`config.mk`:
```
export PLATFORM = sky130hd
export DESIGN_NAME = ac_actuator_flat
export DESIGN_NICKNAME = d
export VERILOG_FILES = /design/src/rtl/ac_pkg.sv /design/src/rtl/ac_actuator_if.sv /design/src/rtl/ac_timer.sv /design/src/rtl/ac_actuator.sv /design/src/flat_wrapper.sv
export SDC_FILE = /design/constraint.sdc
export NUM_CORES = 1
export LEC_CHECK = 0
export CAP_MARGIN = 5
export CORE_UTILIZATION = 30
export DETAILED_ROUTE_END_ITERATION = 6
export REMOVE_ABC_BUFFERS = 1
export SLEW_MARGIN = 25
export SYNTH_ARGS = -nofsm -noshare
export SYNTH_HDL_FRONTEND = slang
export SYNTH_SLANG_ARGS = --single-unit
```
`constraint.sdc`:
```
create_clock -name clk -period 3.5 [get_ports clk]
set_clock_uncertainty 0.05 [all_clocks]
set_input_delay 0.35 -clock clk [delete_from_list [all_inputs] [get_ports clk]]
set_output_delay 0.35 -clock clk [all_outputs]
set_load 0.1 [all_outputs]
```
`src/rtl/ac_pkg.sv`:
```
// Shared AC definitions: FSM encoding, default timing and drive payload.
package ac_pkg;

    typedef enum logic [1:0] {
        ST_IDLE = 2'd0,
        ST_HEAT = 2'd1,
        ST_COOL = 2'd2,
        ST_DEAD = 2'd3
    } state_t;

    localparam int unsigned MIN_ON_DEF    = 8;
    localparam int unsigned DEAD_TIME_DEF = 4;

    typedef struct packed {
        logic heater_on;
        logic cooler_on;
        logic conflict;
    } drive_t;

    // Counter width able to hold the larger of the two limits without wrapping.
    function automatic int unsigned cnt_width(input int unsigned a, input int unsigned b);
        int unsigned m;
        m = (a > b) ? a : b;
        return $clog2(m + 1);
    endfunction

endpackage

```
`src/rtl/ac_actuator_if.sv`:
```
// Request/drive bundle between the AC controller (master) and the actuator (slave).
interface ac_actuator_if;
    import ac_pkg::*;

    logic   heating_req;
    logic   cooling_req;
    logic   heater_on;
    logic   cooler_on;
    logic   conflict;
    state_t state;

    modport master (
        output heating_req, cooling_req,
        input  heater_on, cooler_on, conflict, state
    );

    modport slave (
        input  heating_req, cooling_req,
        output heater_on, cooler_on, conflict, state
    );
endinterface

```
`src/rtl/ac_timer.sv`:
```
// Loadable saturating up-counter with clear; done_c flags the last cycle before the limit.
module ac_timer #(
    parameter int unsigned W = 4
) (
    input  logic         clk,
    input  logic         rst,
    input  logic         clr,
    input  logic         en,
    input  logic         load,
    input  logic [W-1:0] load_val,
    input  logic [W-1:0] limit,
    output logic         done_c
);
    logic [W-1:0] cnt;

    // Clear wins over load, load wins over count; count stops at limit.
    always_ff @(posedge clk) begin
        if (rst) begin
            cnt <= '0;
        end else if (clr) begin
            cnt <= '0;
        end else if (load) begin
            cnt <= load_val;
        end else if (en && (cnt < limit)) begin
            cnt <= cnt + W'(1);
        end
    end

    // Limit reached at the coming edge.
    assign done_c = (cnt >= (limit - W'(1)));
endmodule

```
`src/rtl/ac_actuator.sv`:
```
// Heater/cooler drive with minimum on-time, dead time and request conflict flag.
module ac_actuator
    import ac_pkg::*;
#(
    parameter int unsigned MIN_ON    = MIN_ON_DEF,
    parameter int unsigned DEAD_TIME = DEAD_TIME_DEF
) (
    input  logic         clk,
    input  logic         rst,
    ac_actuator_if.slave bus
);
    localparam int unsigned      CNT_W      = cnt_width(MIN_ON, DEAD_TIME);
    localparam logic [CNT_W-1:0] ON_LIMIT   = CNT_W'(MIN_ON);
    localparam logic [CNT_W-1:0] DEAD_LIMIT = CNT_W'(DEAD_TIME);

    state_t state_q;
    state_t state_next;
    drive_t drive_q;
    drive_t drive_next;

    logic heat_only;
    logic cool_only;
    logic both_req;
    logic entering;
    logic on_en;
    logic dead_en;
    logic on_done_c;
    logic dead_done_c;

    assign heat_only = bus.heating_req & ~bus.cooling_req;
    assign cool_only = bus.cooling_req & ~bus.heating_req;
    assign both_req  = bus.heating_req & bus.cooling_req;
    assign entering  = (state_next != state_q);
    assign on_en     = (state_q == ST_HEAT) || (state_q == ST_COOL);
    assign dead_en   = (state_q == ST_DEAD);

    ac_timer #(.W(CNT_W)) u_on_timer (
        .clk      (clk),
        .rst      (rst),
        .clr      (entering),
        .en       (on_en),
        .load     (1'b0),
        .load_val ('0),
        .limit    (ON_LIMIT),
        .done_c   (on_done_c)
    );

    ac_timer #(.W(CNT_W)) u_dead_timer (
        .clk      (clk),
        .rst      (rst),
        .clr      (entering),
        .en       (dead_en),
        .load     (1'b0),
        .load_val ('0),
        .limit    (DEAD_LIMIT),
        .done_c   (dead_done_c)
    );

    // State register.
    always_ff @(posedge clk) begin
        if (rst) begin
            state_q <= ST_IDLE;
        end else begin
            state_q <= state_next;
        end
    end

    // Next state: every switch-off passes through DEAD, never HEAT<->COOL directly.
    always_comb begin
        state_next = state_q;
        case (state_q)
            ST_IDLE: begin
                if (heat_only) begin
                    state_next = ST_HEAT;
                end else if (cool_only) begin
                    state_next = ST_COOL;
                end
            end
            ST_HEAT: begin
                if (!heat_only && on_done_c) begin
                    state_next = ST_DEAD;
                end
            end
            ST_COOL: begin
                if (!cool_only && on_done_c) begin
                    state_next = ST_DEAD;
                end
            end
            ST_DEAD: begin
                if (dead_done_c) begin
                    state_next = ST_IDLE;
                end
            end
            default: state_next = ST_IDLE;
        endcase
    end

    // Drive values follow the state being entered so outputs switch on the same edge.
    always_comb begin
        drive_next           = '0;
        drive_next.heater_on = (state_next == ST_HEAT);
        drive_next.cooler_on = (state_next == ST_COOL);
        drive_next.conflict  = both_req;
    end

    // Output register.
    always_ff @(posedge clk) begin
        if (rst) begin
            drive_q <= '0;
        end else begin
            drive_q <= drive_next;
        end
    end

    assign bus.heater_on = drive_q.heater_on;
    assign bus.cooler_on = drive_q.cooler_on;
    assign bus.conflict  = drive_q.conflict;
    assign bus.state     = state_q;
endmodule

```
`src/flat_wrapper.sv`:
```
// flat-port wrapper written by rule: the top's interface ports become plain ports
module ac_actuator_flat import ac_pkg::*;
#(
    parameter int unsigned MIN_ON    = MIN_ON_DEF,
    parameter int unsigned DEAD_TIME = DEAD_TIME_DEF
)
  (clk, rst, bus_heating_req, bus_cooling_req, bus_heater_on, bus_cooler_on, bus_conflict, bus_state);
  ac_actuator_if bus_i ();
  input  logic clk;
  input  logic rst;
  input wire logic [$bits(bus_i.heating_req)-1:0] bus_heating_req;
  input wire logic [$bits(bus_i.cooling_req)-1:0] bus_cooling_req;
  output wire logic [$bits(bus_i.heater_on)-1:0] bus_heater_on;
  output wire logic [$bits(bus_i.cooler_on)-1:0] bus_cooler_on;
  output wire logic [$bits(bus_i.conflict)-1:0] bus_conflict;
  output wire logic [$bits(bus_i.state)-1:0] bus_state;
  assign bus_i.heating_req = bus_heating_req;
  assign bus_i.cooling_req = bus_cooling_req;
  assign bus_heater_on = bus_i.heater_on;
  assign bus_cooler_on = bus_i.cooler_on;
  assign bus_conflict = bus_i.conflict;
  assign bus_state = bus_i.state;
  ac_actuator #(.MIN_ON(MIN_ON), .DEAD_TIME(DEAD_TIME)) u_core (.clk(clk), .rst(rst), .bus(bus_i));
endmodule
```
* Word level (Yosys, flattened, before mapping) *
Cells that the tools add are included.

storage, ports and cells
  register bits after elaboration = 13
  input port bits = 4
  output and inout port bits = 5
  word-level logic and storage cells = 38

cells by class
  $add $sub $neg = 2
  $lt $le $gt $ge = 4
  equal/unequal tests = 6
  multiplexer cells = 6
  bitwise operators = 5
  reductions and logical operators = 9

operators with widths
  cell                 number
  $mux 2               5
  $add 4x1->4 const B  2
  $pmux 2 s4           1
  $eq 2x2->1 const B   3
  $eq 2x1->1 const B   2
  $ge 4x2->1 const B   1
  $ge 4x3->1 const B   1
  $logic_and 1x1->1    4
  $lt 4x3->1 const B   1
  $lt 4x4->1 const B   1
  $and 1x1->1          3
  $logic_not 1->1      2
  $logic_not 2->1      1
  $ne 2x2->1           1
  $not 1->1            2
  $reduce_or 2->1      1
  $logic_or 1x1->1     1

* Depth between registers and ports, before layout *
  depth in word-level cells = 8
  gate-level depth with buffers = 7
  gate-level depth less buffers = 6

* Cells and area by module *
From an unflattened synthesis, not the netlist that was laid out.

unflattened totals
  cells, all modules = 146
  area total of the unflattened synthesis = 1247.4 um2

modules (own cells, without submodules)
  module       instances  cells each  area an instance (um2)  seq. area each (um2)
  ac_timer     2          53          441.7                   80.1
  ac_actuator  1          40          364.1                   100.1

* Worst setup path before layout *
Ideal clock, no wire load.

  kind = reg-to-reg
  start = register u_core.state_q[0] (netlist: u_core.bus.state[0])
  end = register u_core.u_dead_timer.cnt[1]
  library setup time = 0.088 ns
  arrival = 2.682 ns
  data required time = 3.362 ns
  slack = 0.680 ns
  cell stages (with the launch flop) = 7
  path buffers = 1
  period minus slack after synthesis = 2.820 ns
  cell sequence = dfxtp_1 inv_1 ha_1 clkbuf_1 and4b_1 a211oi_1 nor4b_2

between the ends
  longest elaborated chain between the ends = 5
  elaborated cells between the ends (all ways) = 13
  those cells by class = eq/ne: 4; mux: 6; reduce/logical: 3

ends and longest elaborated chain
  element                           line               source
  start: declaration                ac_actuator.sv:16  state_t state_q;
  start signal: assignment          ac_actuator.sv:64  state_q <= state_next;
  $mux 2                            ac_actuator.sv:75  end else if (cool_only) begin
  $mux 2                            ac_actuator.sv:73  if (heat_only) begin
  $pmux 2 s4                        ac_actuator.sv:71  case (state_q)
  $ne 2x2->1                        ac_actuator.sv:33  assign entering = (state_next != state_q);
  $reduce_or 2->1 (no source line)  --
  end signal: assignment            ac_timer.sv:23     cnt <= load_val;
  end signal: assignment            ac_timer.sv:25     cnt <= cnt + W'(1);
  end: declaration                  ac_timer.sv:14     logic [W-1:0] cnt;

Parallel ways exist; a longest one is shown, timed or not.
A chain may end at the register's enable or synchronous reset.

* Worst setup path after layout *
  start = register u_core.state_q[0] (netlist: u_core.bus.state[0])
  end = register u_core.u_on_timer.cnt[0]

between the ends
  longest elaborated chain between the ends = 5
  elaborated cells between the ends (all ways) = 14
  those cells by class = eq/ne: 4; mux: 6; reduce/logical: 4

ends and longest elaborated chain
  element                           line
  $mux 2                            ac_actuator.sv:75
  $mux 2                            ac_actuator.sv:73
  $pmux 2 s4                        ac_actuator.sv:71
  $ne 2x2->1                        ac_actuator.sv:33
  $reduce_or 2->1 (no source line)  --
  end signal: assignment            ac_timer.sv:23
  end signal: assignment            ac_timer.sv:25
  end: declaration                  ac_timer.sv:14

Parallel ways exist; a longest one is shown, timed or not.

==> run summary <==
The top fanout value on the critical path is 13. The via count normalized by instance count came out at 5.208. After synthesis, the cell types taking the most area are sky130_fd_sc_hd__dfxtp_1 (32%), sky130_fd_sc_hd__ha_1 (9.3%), sky130_fd_sc_hd__nor4b_2 (9.3%). The relative slew slack is 0.3470. The clock network latency to the later pin of the worst-skew pair is 0.27 ns. The commonest cells after synthesis are sky130_fd_sc_hd__dfxtp_1 (13), sky130_fd_sc_hd__ha_1 (6), sky130_fd_sc_hd__nor4b_2 (5).

For this run the aggregate overflow at the end of global routing stands at 0. The number of clock buffers added by TritonCTS is 3. The count of antenna diodes in the layout came out at 0. The share of the synthesized area in the top cell type is 0.3220. For this run, the top clock speed supported by timing is 401.0 MHz. The cell sitting at the root of the clock tree is a sky130_fd_sc_hd__clkbuf_4. After detailed routing, the total wire length is 1560 um.

The count of input and output buffers is 8. The number of global-route vias before repair is 650. The final number of max-transition violations came to 0. At the placement stage, the worst setup path has a slack of 1.037 ns. The die area is 0.002906 mm2. The number of clock sinks came out at 13. The via count of the routed design came out at 625. The first-pass detailed-route iteration total is 4. Setup repair after global routing left no endpoint under its margin. The biggest area contributor in the post-synthesis netlist is sky130_fd_sc_hd__dfxtp_1.

The count of synthesis-stage warnings from yosys is 0. In the post-synthesis netlist, the cell with the most instances is sky130_fd_sc_hd__dfxtp_1. The post-synthesis cell area is 808.3 um2. After clock tree synthesis, the flow added hold-fix buffers numbering 0. The transition at the pin with the smallest max-transition slack is between 0.9 and 1 ns. The hold violation total from the final report is 0. The overall fraction of global-route tracks in use came out at 0.1351.

The number of violations reported at the end of detailed-routing iteration 0 came out at 19. The longest clock path from root to sink contains 2 buffers. Synthesis produced about 80 cells.

The clock-pin slew reported for the worst setup and hold paths after clock tree synthesis is 0.08 ns. The predominant post-synthesis flop cell is sky130_fd_sc_hd__dfxtp_1. The vertical extent of the die is between 50 and 60 um. The count of H-tree levels built during CTS is 1.

The worst setup path is launched from a flip-flop. The first-pass GRT wire length is roughly 2800 um. The starting density of the core came out at 0.3204.

The post-synthesis async set-or-reset flop share is 0. The area growth from synthesis to final layout came out at 17.34%. TritonCTS built the clock tree. The final-report setup violation count came out at 0. The smallest clock period supported by the final layout is computed as 2.494 ns. The synthesized design contains 13 register bits. The largest net degree at the start of global routing is 14. In the routed design, unresolved DRC markers number 0. The antenna violation net count after detailed routing came out at 0. Once routing completed, OpenROAD measured the worst setup slack at 1.006 ns. The estimated wirelength of the detail-placed design is 1227 um. The max-cap check violation count came out at 0. Yosys mapped the design onto 37 distinct sky130hd cell types. Dividing the final minimum period by the clock period gives 0.7125. The post-cts resize count came out at 0. After floorplanning, the core was divided into 18 placement rows. In the final layout, the share of cells above drive strength 1 is 0.1444. The final weighted congestion of routability-driven global placement is 0.7624.

The required time of the critical path is approximately 3.6 ns. The min-delay analysis places its worst path in the category reg2reg. The post-route worst hold slack came out at 0.4296 ns. The type of element capturing the critical path is a flip-flop.

After the last flow step, the layout net total stands at slightly above 100. Dividing the detail-routed wire length by the instance count gives 13.00 um. The final sum of negative setup slack is 0 ns. The core area came out at 0.002522 mm2.

The data arrival time of the critical path is between 2 and 3 ns. The number of antenna violations at the first check in global routing came out at 0. The die is 53.91 um wide. The synthesized area divided by synthesized cell count came out at 10.23 um2.

The flow ran to the end, and the final reports show no timing, DRC or antenna violations. The critical path in this run is classified as reg2reg. After clock tree synthesis, the setup repair step added 0 buffers. The count of flip-flops with a built-in enable after synthesis came out at 0.

The sequential share of the synthesized area came out at 0.3220. Pin placement for this block handled 9 I/O pins.
## per-stage QoR
stage	utilization	instances	area (um2)
global placement	0.3656	116	922.1
global route	0.3760	120	948.4
finish	0.3760	120	948.4
detailed placement	0.3656	116	922.1
floorplan	-	78	804.5
CTS	0.3760	120	948.4
## critical path, stage by stage, from the launching register on
cell	delay (ns)
sky130_fd_sc_hd__dfxtp_1	0.52
sky130_fd_sc_hd__inv_1	0.17
sky130_fd_sc_hd__ha_1	0.38
sky130_fd_sc_hd__and3b_1	0.30
sky130_fd_sc_hd__a211oi_1	0.67
sky130_fd_sc_hd__nor4b_2	0.32
## flip-flops by register name, indices dropped and copies added, names as in the netlist
signal,count
u_core.bus.heater_on,1
u_core.u_dead_timer.cnt,4
u_core.bus.cooler_on,1
u_core.bus.state,2
u_core.u_on_timer.cnt,4
u_core.bus.conflict,1
## logic make-up (layout without fill, tap and decap cells)
group | count (synthesis) | after routing | synth area share
AND/OR/NAND/NOR | 32 | 32 | 0.2972
AO/OA/AOI/OAI | 17 | 17 | 0.1950
flip-flops | 13 | 13 | 0.3220
adder cells (fa/ha/maj) | 7 | 7 | 0.1053
buffers and inverters | 5 | 16 | 0.02321
XOR/XNOR | 3 | 3 | 0.03251
multiplexers | 2 | 2 | 0.02477
## placed cells by master (no fill, tap or decap), types with 3 or more instances in the layout
cell	n
sky130_fd_sc_hd__inv_1	4
sky130_fd_sc_hd__clkdlybuf4s50_1	8
sky130_fd_sc_hd__nor2_1	4
sky130_fd_sc_hd__clkbuf_4	3
sky130_fd_sc_hd__nand2b_1	3
sky130_fd_sc_hd__ha_1	6
sky130_fd_sc_hd__nand2_1	4
sky130_fd_sc_hd__dfxtp_1	13
sky130_fd_sc_hd__nor4b_2	5
sky130_fd_sc_hd__nor3_1	4
## routing by layer
metal,global-route usage,routed length (um),vias up,share of wire
li1,-,-,324,-
met1,0.1599,741,287,0.48
met2,0.2284,776,14,0.50
met3,0.02542,43,0,0.028
met4,0.07018,0,0,0
met5,0,0,-,0
## final cells by class
class | count | area [um2]
tap | 30 | 37.54
inverter | 4 | 15.01
fill | 263 | 1574
sequential | 13 | 260.3
timing repair buffer | 8 | 80.08
clock buffer | 4 | 26.28
multi-input combinational | 61 | 529.3
## worst paths after layout
check	startpoint	to	slack, ns	cells past startpoint
max	u_core.bus.state[0]	u_core.u_on_timer.cnt[0]	1.01	5
min	u_core.u_dead_timer.cnt[3]	u_core.u_dead_timer.cnt[3]	0.43	2
max reg2reg	u_core.bus.state[0]	u_core.u_on_timer.cnt[0]	1.01	5
min reg2reg	u_core.u_dead_timer.cnt[3]	u_core.u_dead_timer.cnt[3]	0.43	2
Power is left out: the tool's default activity adds up to more than one toggle a clock period on the data nets, which glitch-free logic cannot reach.
